[config.mk]
export PLATFORM = sky130hd
export DESIGN_NAME = ctrl_pipe
export DESIGN_NICKNAME = d
export VERILOG_FILES = /design/src/rtl/ctrl_pipe_pkg.sv /design/src/rtl/ctrl_pipe_reg.sv /design/src/rtl/ctrl_pipe.sv
export SDC_FILE = /design/constraint.sdc
export NUM_CORES = 1
export LEC_CHECK = 0
export BUFFER_PORTS_ARGS = -buffer_cell sky130_fd_sc_hd__buf_2
export CAP_MARGIN = 5
export CORE_MARGIN = 2
export CORE_UTILIZATION = 40
export DETAILED_ROUTE_END_ITERATION = 10
export PLACE_DENSITY_LB_ADDON = 0.3
export RECOVER_POWER = 50
export SYNTH_ARGS = -nofsm -noshare
export SYNTH_HDL_FRONTEND = slang
export SYNTH_SLANG_ARGS = --single-unit
[constraint.sdc]
create_clock -name clk -period 1.9 [get_ports clk]
set_input_delay 0.19 -clock clk [delete_from_list [all_inputs] [get_ports clk]]
set_output_delay 0.19 -clock clk [all_outputs]
set_load 0.01 [all_outputs]
[src/rtl/ctrl_pipe_pkg.sv]
// Shared defaults, stage indices and a keep-mask builder for ctrl_pipe.
// Latency: none (package only).
// Backpressure: none (package only).
package ctrl_pipe_pkg;

  localparam int DEF_WIDTH  = 19;
  localparam int DEF_STAGES = 3;
  localparam int DEF_CNT_W  = 32;

  // Stage indices for the default three-stage E/M/W arrangement.
  localparam int STG_E = 0;
  localparam int STG_M = 1;
  localparam int STG_W = 2;

  // Pack per-stage field masks into a KEEP_MASK value; E lands in the low slice.
  function automatic logic [DEF_STAGES*DEF_WIDTH-1:0] keep_mask3(
    input logic [DEF_WIDTH-1:0] e_mask,
    input logic [DEF_WIDTH-1:0] m_mask,
    input logic [DEF_WIDTH-1:0] w_mask
  );
    return {w_mask, m_mask, e_mask};
  endfunction

endpackage

[src/rtl/ctrl_pipe_reg.sv]
// One pipeline stage: valid bit plus masked control bundle.
// Latency: one cycle from pred_* to valid/ctrl.
// Backpressure: hold keeps contents; kill and bubble clear to an empty stage.
module ctrl_pipe_reg
  import ctrl_pipe_pkg::*;
#(
  parameter int               WIDTH = DEF_WIDTH,
  parameter logic [WIDTH-1:0] KEEP  = '1
) (
  input  logic             clk,
  input  logic             rst,
  input  logic             kill,
  input  logic             hold,
  input  logic             bubble,
  input  logic             pred_valid,
  input  logic [WIDTH-1:0] pred_ctrl,
  output logic             valid,
  output logic [WIDTH-1:0] ctrl
);

  logic             valid_q, valid_d;
  logic [WIDTH-1:0] ctrl_q,  ctrl_d;

  // Next-state: kill beats hold beats bubble beats load; ctrl is zero whenever valid is.
  always_comb begin
    valid_d = valid_q;
    ctrl_d  = ctrl_q;
    if (kill) begin
      valid_d = 1'b0;
      ctrl_d  = '0;
    end else if (hold) begin
      valid_d = valid_q;
      ctrl_d  = ctrl_q;
    end else if (bubble) begin
      valid_d = 1'b0;
      ctrl_d  = '0;
    end else begin
      valid_d = pred_valid;
      ctrl_d  = pred_valid ? (pred_ctrl & KEEP) : '0;
    end
  end

  // Stage register with synchronous reset.
  always_ff @(posedge clk) begin
    if (rst) begin
      valid_q <= 1'b0;
      ctrl_q  <= '0;
    end else begin
      valid_q <= valid_d;
      ctrl_q  <= ctrl_d;
    end
  end

  assign valid = valid_q;
  assign ctrl  = ctrl_q;

endmodule

[src/rtl/ctrl_pipe.sv]
// Control-bundle pipeline from decode through STAGES registers, with bubble counter.
// Latency: in_ctrl reaches stage k k+1 cycles after capture when nothing stalls.
// Backpressure: a stall holds its stage and all younger ones; in_ready = ~estall[0].
module ctrl_pipe
  import ctrl_pipe_pkg::*;
#(
  parameter int                      WIDTH       = DEF_WIDTH,
  parameter int                      STAGES      = DEF_STAGES,
  parameter logic [STAGES*WIDTH-1:0] KEEP_MASK   = '1,
  parameter bit                      AUTO_BUBBLE = 1'b1,
  parameter int                      CNT_W       = DEF_CNT_W,
  localparam int                     EXC_W       = (STAGES > 1) ? $clog2(STAGES) : 1
) (
  input  logic                    clk,
  input  logic                    rst,
  input  logic [WIDTH-1:0]        in_ctrl,
  input  logic                    in_valid,
  output logic                    in_ready,
  input  logic [STAGES-1:0]       stall,
  input  logic [STAGES-1:0]       flush,
  input  logic                    exc_flush,
  input  logic [EXC_W-1:0]        exc_stage,
  input  logic                    clr_cnt,
  output logic [STAGES*WIDTH-1:0] stage_ctrl,
  output logic [STAGES-1:0]       stage_valid,
  output logic [CNT_W-1:0]        bubble_cnt
);

  logic [STAGES-1:0] estall;
  logic [STAGES-1:0] kill;
  logic [STAGES-1:0] bub;
  logic              bub_take;
  logic [CNT_W-1:0]  cnt_q, cnt_d;

  // Effective stall: any older stalled stage also holds every younger one.
  always_comb begin
    estall = '0;
    for (int i = 0; i < STAGES; i++) begin
      estall[i] = |(stall >> i);
    end
  end

  assign in_ready = ~estall[0];

  for (genvar g = 0; g < STAGES; g++) begin : g_stage
    logic             pv;
    logic [WIDTH-1:0] pc;

    if (g == 0) begin : g_head
      assign pv     = in_valid;
      assign pc     = in_ctrl;
      assign bub[g] = 1'b0;
    end else begin : g_body
      assign pv     = stage_valid[g-1];
      assign pc     = stage_ctrl[(g-1)*WIDTH +: WIDTH];
      assign bub[g] = AUTO_BUBBLE & estall[g-1] & ~estall[g];
    end

    assign kill[g] = flush[g] | (exc_flush & (32'(g) <= 32'(exc_stage)));

    ctrl_pipe_reg #(
      .WIDTH (WIDTH),
      .KEEP  (KEEP_MASK[g*WIDTH +: WIDTH])
    ) u_reg (
      .clk        (clk),
      .rst        (rst),
      .kill       (kill[g]),
      .hold       (estall[g]),
      .bubble     (bub[g]),
      .pred_valid (pv),
      .pred_ctrl  (pc),
      .valid      (stage_valid[g]),
      .ctrl       (stage_ctrl[g*WIDTH +: WIDTH])
    );
  end

  // A bubble only counts when the receiving stage is not being killed anyway.
  assign bub_take = |(bub & ~kill);

  // Saturating bubble counter; clear wins over a same-cycle increment.
  always_comb begin
    cnt_d = cnt_q;
    if (clr_cnt) begin
      cnt_d = '0;
    end else if (bub_take && !(&cnt_q)) begin
      cnt_d = cnt_q + CNT_W'(1);
    end
  end

  // Counter register with synchronous reset.
  always_ff @(posedge clk) begin
    if (rst) begin
      cnt_q <= '0;
    end else begin
      cnt_q <= cnt_d;
    end
  end

  assign bubble_cnt = cnt_q;

endmodule

* After elaboration in Yosys (flattened, before gate mapping) *
Index checks and enable logic that the tools add are counted.

word-level totals
  register bits after elaboration = 92
  input bits = 32
  word-level logic and storage cells = 39

operators by class
  add/sub/neg operators = 1
  magnitude comparators = 2
  mux-type cells = 7
  bitwise logic cells = 12
  reduce and logical (&&, ||, !) cells = 10

operators with widths
  kind                     number
  $mux W19                 5
  $add A32 B1 Y32 const B  1
  $reduce_and A32 Y1       1
  $reduce_or A2 Y1         5
  $reduce_or A3 Y1         2
  $and A1 B1 Y1            4
  $and A3 B3 Y3            1
  $not A1 Y1               3
  $not A3 Y3               1
  $or A1 B1 Y1             3
  $le A1 B2 Y1 const A     1
  $le A2 B2 Y1 const A     1
  $mux W1                  2
  $logic_and A1 B1 Y1      1
  $logic_not A1 Y1         1

* Depth between registers and ports, before layout *
  depth after elaboration = 7
  depth in mapped cells = 7
  depth with buffers taken out = 6

* Modules after synthesis *
A second synthesis with hierarchy kept.

second synthesis, totals
  cells, all modules = 355
  area, all modules = 3682.3 um^2

modules (own cells, without submodules)
  module         times used  cells an instance  area an instance (um^2)
  ctrl_pipe_reg  3           49                 663.1
  ctrl_pipe      1           208                1692.9

* Worst setup path after synthesis *
OpenSTA, ideal clock, no wires.

  path kind = flip-flop to flip-flop
  from = reg cnt_q[0], in the netlist bubble_cnt[0]
  to = reg cnt_q[18], in the netlist bubble_cnt[18]
  setup time = 0.071 ns
  data arrival time = 2.003 ns
  required time = 1.829 ns
  path slack = -0.174 ns
  cell stages (with the launch flop) = 8
  path buffers = 1
  clock period less this slack = 2.074 ns
  cell sequence = dfxtp_1 > ha_1 > and4_1 > nand4_2 > a211o_1 > buf_2 > or3_1 > a21oi_1

between the ends
  cells in the longest elaborated chain, start to end = 3
  elaborated cells between the ends (all ways) = 4
  classes of those cells = add/sub: 1; reduce/logical: 3

RTL lines
  item                                                                     RTL line         RTL
  start, declared                                                          ctrl_pipe.sv:33  logic [CNT_W-1:0] cnt_q, cnt_d;
  start signal, assigned                                                   ctrl_pipe.sv:95  cnt_q <= cnt_d;
  parallel branches: the longest is 3 deep, another holds $add A32 B1 Y32  --

Parallel ways; which one is timed is not known.
A chain may end at the register's enable or synchronous reset.

* Worst setup path in the final report *
  from = reg cnt_q[18], in the netlist bubble_cnt[18]
  to = reg cnt_q[17], in the netlist bubble_cnt[17]

between the ends
  cells in the longest elaborated chain, start to end = 3

RTL lines
  item                 RTL line         RTL
  $reduce_and A32 Y1   ctrl_pipe.sv:85  end else if (bub_take && !(&cnt_q)) begin
  $logic_not A1 Y1     ctrl_pipe.sv:85
  $logic_and A1 B1 Y1  ctrl_pipe.sv:85

No other way between the ends.

==> parameters.txt <==
Parameter                              Value

Floorplanning
  Site row count    35
  Vert. Die Dim    101 um
  Starting density of the core    41.0%
  Core outline area    0.00920 sq mm
  Die area    0.0102 sq mm
  Count of pins on the block boundary    125
  Die width    101 um

Detailed routing
  Final routed wirelength across all metal layers    11.3 mm
  Average wire length per cell after detail routing    15.7 um
  Via count normalized by instance count    5.54
  Number of DRC markers in iteration 0    133
  Total DRC errors in the routed layout    0
  Drt pass-1 iters    4
  Total number of vias    4003
  Number of antenna-violating nets in the routed design    0

Timing
  Setup violation total in the final timing report    0
  Worst hold slack after final layout    85.4 ps
  Slew Viols, Final    0
  F_max    530 MHz
  Normalized max-slew margin    49.9%
  Final setup slack of the worst path    12.0 ps
  Slew at the pin closest to its max-slew limit    751 ps
  Clock period minus final worst setup slack    1890 ps
  RSZ-0062 raised after global routing    yes
  Final Cycle Share    99.4%
  Setup TNS    0 ps
  Skew final    12.2 ps
  Fin. Hold Viols    0

Setup path
  Critical path cell sequence    nand2_2 -> or4_4 -> o31ai_4 -> buf_4 -> clkbuf_16 -> o31ai_1 -> a21oi_1
  Critical Path End Type    flip-flop
  Crit Path Category    flip-flop to flip-flop
  Critical-path cell with the highest stage delay    or4_4
  Crit-path max FO    16
  Largest delay contributor family on the critical path    simple AND/OR/NAND/NOR gates
  CP Data Required Time    2180 ps
  Reg-to-reg slack, setup    10 ps
  Kind of start point of the critical path    flip-flop
  Launch instance of the worst register-to-register path    bubble_cnt[18]
  Worst Reg2Reg Path Length in Cells    7
  Endpoint arrival time on the critical path    2170 ps
  CP max stage delay    560 ps
  Buf+Inv Stages, Crit Path    2
  Capture instance of the worst register-to-register path    bubble_cnt[17]
  Start point of the critical path    bubble_cnt[18]

Yosys
  Register bit total from synthesis    92
  Cell types occupying the most area after synthesis    dfxtp_1 49%, a22oi_1 7.6%, a21oi_1 6.2%
  Top flip-flop cell by instance count after synthesis    dfxtp_1
  Synth warn    0
  Top cell type by total area after synthesis    dfxtp_1
  Portion of the post-synthesis area used by sequential elements    48.8%
  Synthesized net count    476
  FFs w/ async S/R, synth    0%
  Synth cell types    43
  Number of standard cells after synthesis    443
  Cell Area, Synth    0.00377 sq mm
  Number of flops mapped to enable cells by yosys    0
  Syn avg cell area    8.52 sq um
  Yosys top cell area share    48.8%

Power and ir drop
  Relative contribution of combinational cells to total power    5.4%
  Largest vdd supply drop    0.395 mV
  Cell area power density    678 mW/mm^2
  Switching portion of total power    24.3%
  Clock power frac    38.7%
  Leak pwr    1.81 nW
  Sequential group share of total power    56.0%
  Internal power    0.00261 W
  P_sw    0.000836 W

Final layout
  Fraction of layout cells with a size suffix above 1    25.9%
  Number of nets in the final layout    640
  Synthesis-to-layout area growth    34.7%
  Antenna cell count    0
  Post-Layout Cell Count    722
  Fillers    900

Global route
  Number of global-route vias before repair    3632
  Global-route usage over all layers    20.9%
  Maximum number of pins on one net before global-route repair    33
  Overflow left after global routing    0
  Initial antenna violation count    0
  Wire length of the first global-routing pass    17.1 mm

Status
  Status    finished, final reports clean

Clock tree
  Maximum level of the CTS H-tree    3
  Clock network latency to the later pin of the worst-skew pair    370 ps
  Clock transition time at the flip-flop clock pins of the worst setup and hold paths    90 ps
  CTS tree    done
  Num CTS Buffers    9
  Maximum buffer depth of the clock tree    2
  CTS Root Cell    clkbuf_8
  Count of clock tree sinks    92

Place
  Weighted congestion at the end of routability-driven global placement    0.890
  Port Buffers    124
  Post-DP HPWL    8.18 mm
  Worst slack after detailed placement    -158 ps
  Placed cell count    703

Worst hold path
  Hold Path Depth    3
  Hold endpoint    g_stage[0].u_reg.ctrl[4]
  Type of the most critical hold path    input port to flip-flop
  Worst Min Path Start    in_ctrl[4]

Flow run
  MaxCap Viol Count    0
[how the worst max path moves through the flow]
stage | depth (start not counted) | to | slack (ps)
after floorplan | 7 | bubble_cnt[11] | 0.6
after global placement | 7 | bubble_cnt[26] | -140
after detailed placement | 7 | bubble_cnt[26] | -160
after CTS | 5 | bubble_cnt[26] | 1
after global routing | 7 | bubble_cnt[29] | -40
final | 7 | bubble_cnt[17] | 10
[cells in the final DEF, fill, tap and decap left out, drive strengths merged, types with 7 or more instances in the layout]
cell type    n
a21oi       48
a22oi       38
buf        113
clkbuf      81
dfxtp       92
inv          8
nand2       38
nand3       30
nand4       14
nor2        55
o21ai       17
o31ai        8
or3         19
or4          7
[per-layer routing]
metal	global-route usage, %	up-vias	wire (um)
li1	-	1948	-
met1	24.8	1911	4860
met2	36.5	123	5520
met3	6.42	21	749
met4	5.72	0	182
met5	0	-	0
[power by group through the flow]
stage          Clock [W]  Sequential [W]  Combinational, W
2_1_floorplan          0         0.00198         0.0000861
5_1_grt          0.00144         0.00193          0.000200
6_report         0.00133         0.00193          0.000185
3_5_place_dp           0         0.00198          0.000166
3_3_place_gp           0         0.00197          0.000163
4_1_cts          0.00138         0.00193          0.000166
[tightest hold or removal path: stages]
cell,delay [ps]
buf_2,100
nand3_1,70
a21oi_1,60
[state kept, by name (all words and copies together) (netlist names)]
name,flops
g_stage.u_reg.ctrl,57
bubble_cnt,32
g_stage.u_reg.valid,3
[Yosys cell counts (all sizes together) (2+ instances only)]
| master | instances |
|---|---|
| a21oi | 48 |
| a22oi | 38 |
| a31oi | 2 |
| a41o | 2 |
| and2 | 2 |
| and3 | 3 |
| and4 | 4 |
| buf | 8 |
| clkbuf | 24 |
| dfxtp | 92 |
| inv | 6 |
| nand2 | 38 |
| nand3 | 30 |
| nand4 | 14 |
| nor2 | 55 |
| nor3 | 3 |
| nor4 | 4 |
| o21ai | 17 |
| o31ai | 8 |
| or2 | 4 |
| or3 | 19 |
| or4 | 7 |
| xnor2 | 4 |
[kinds of logic after synthesis]
| family | Yosys count | synth area share, % |
|---|---|---|
| fa+ha+maj | 1 | 0.332 |
| flops | 92 | 48.8 |
| buf+inv | 38 | 4.64 |
| compound gates | 121 | 20.5 |
| xor+xnor | 5 | 1.16 |
| simple gates | 186 | 24.6 |
[final cells by class]
cell class | count | area [sq um] | share of cell area, %
repair buffers | 185 | 1030 | 20.3
flip-flops and latches | 92 | 1850 | 36.4
clock buffers | 9 | 124 | 2.44
well taps | 111 | 139 | 2.73
multi-input cells | 313 | 1840 | 36.2
inverters | 6 | 22.5 | 0.443
clock inverters | 6 | 72.6 | 1.43
[stage by stage]
| stage | total power [W] | util, % | cell area, sq um |
|---|---|---|---|
| floorplan | 0.00206 | - | 3810 |
| global placement | 0.00214 | 52.8 | 4860 |
| detailed placement | 0.00214 | 52.8 | 4860 |
| CTS | 0.00347 | 54.9 | 5050 |
| global route | 0.00357 | 55.3 | 5080 |
| finish | 0.00345 | 55.3 | 5080 |
[timing repair]
action / 4_1_cts / 5_1_grt
hold buffers: 0 / 0
buffers inserted: 0 / 2
endpoints found under the setup margin: 0 / 20
gates resized for setup: 0 / 16
Power figures use the tool's default switching activity.
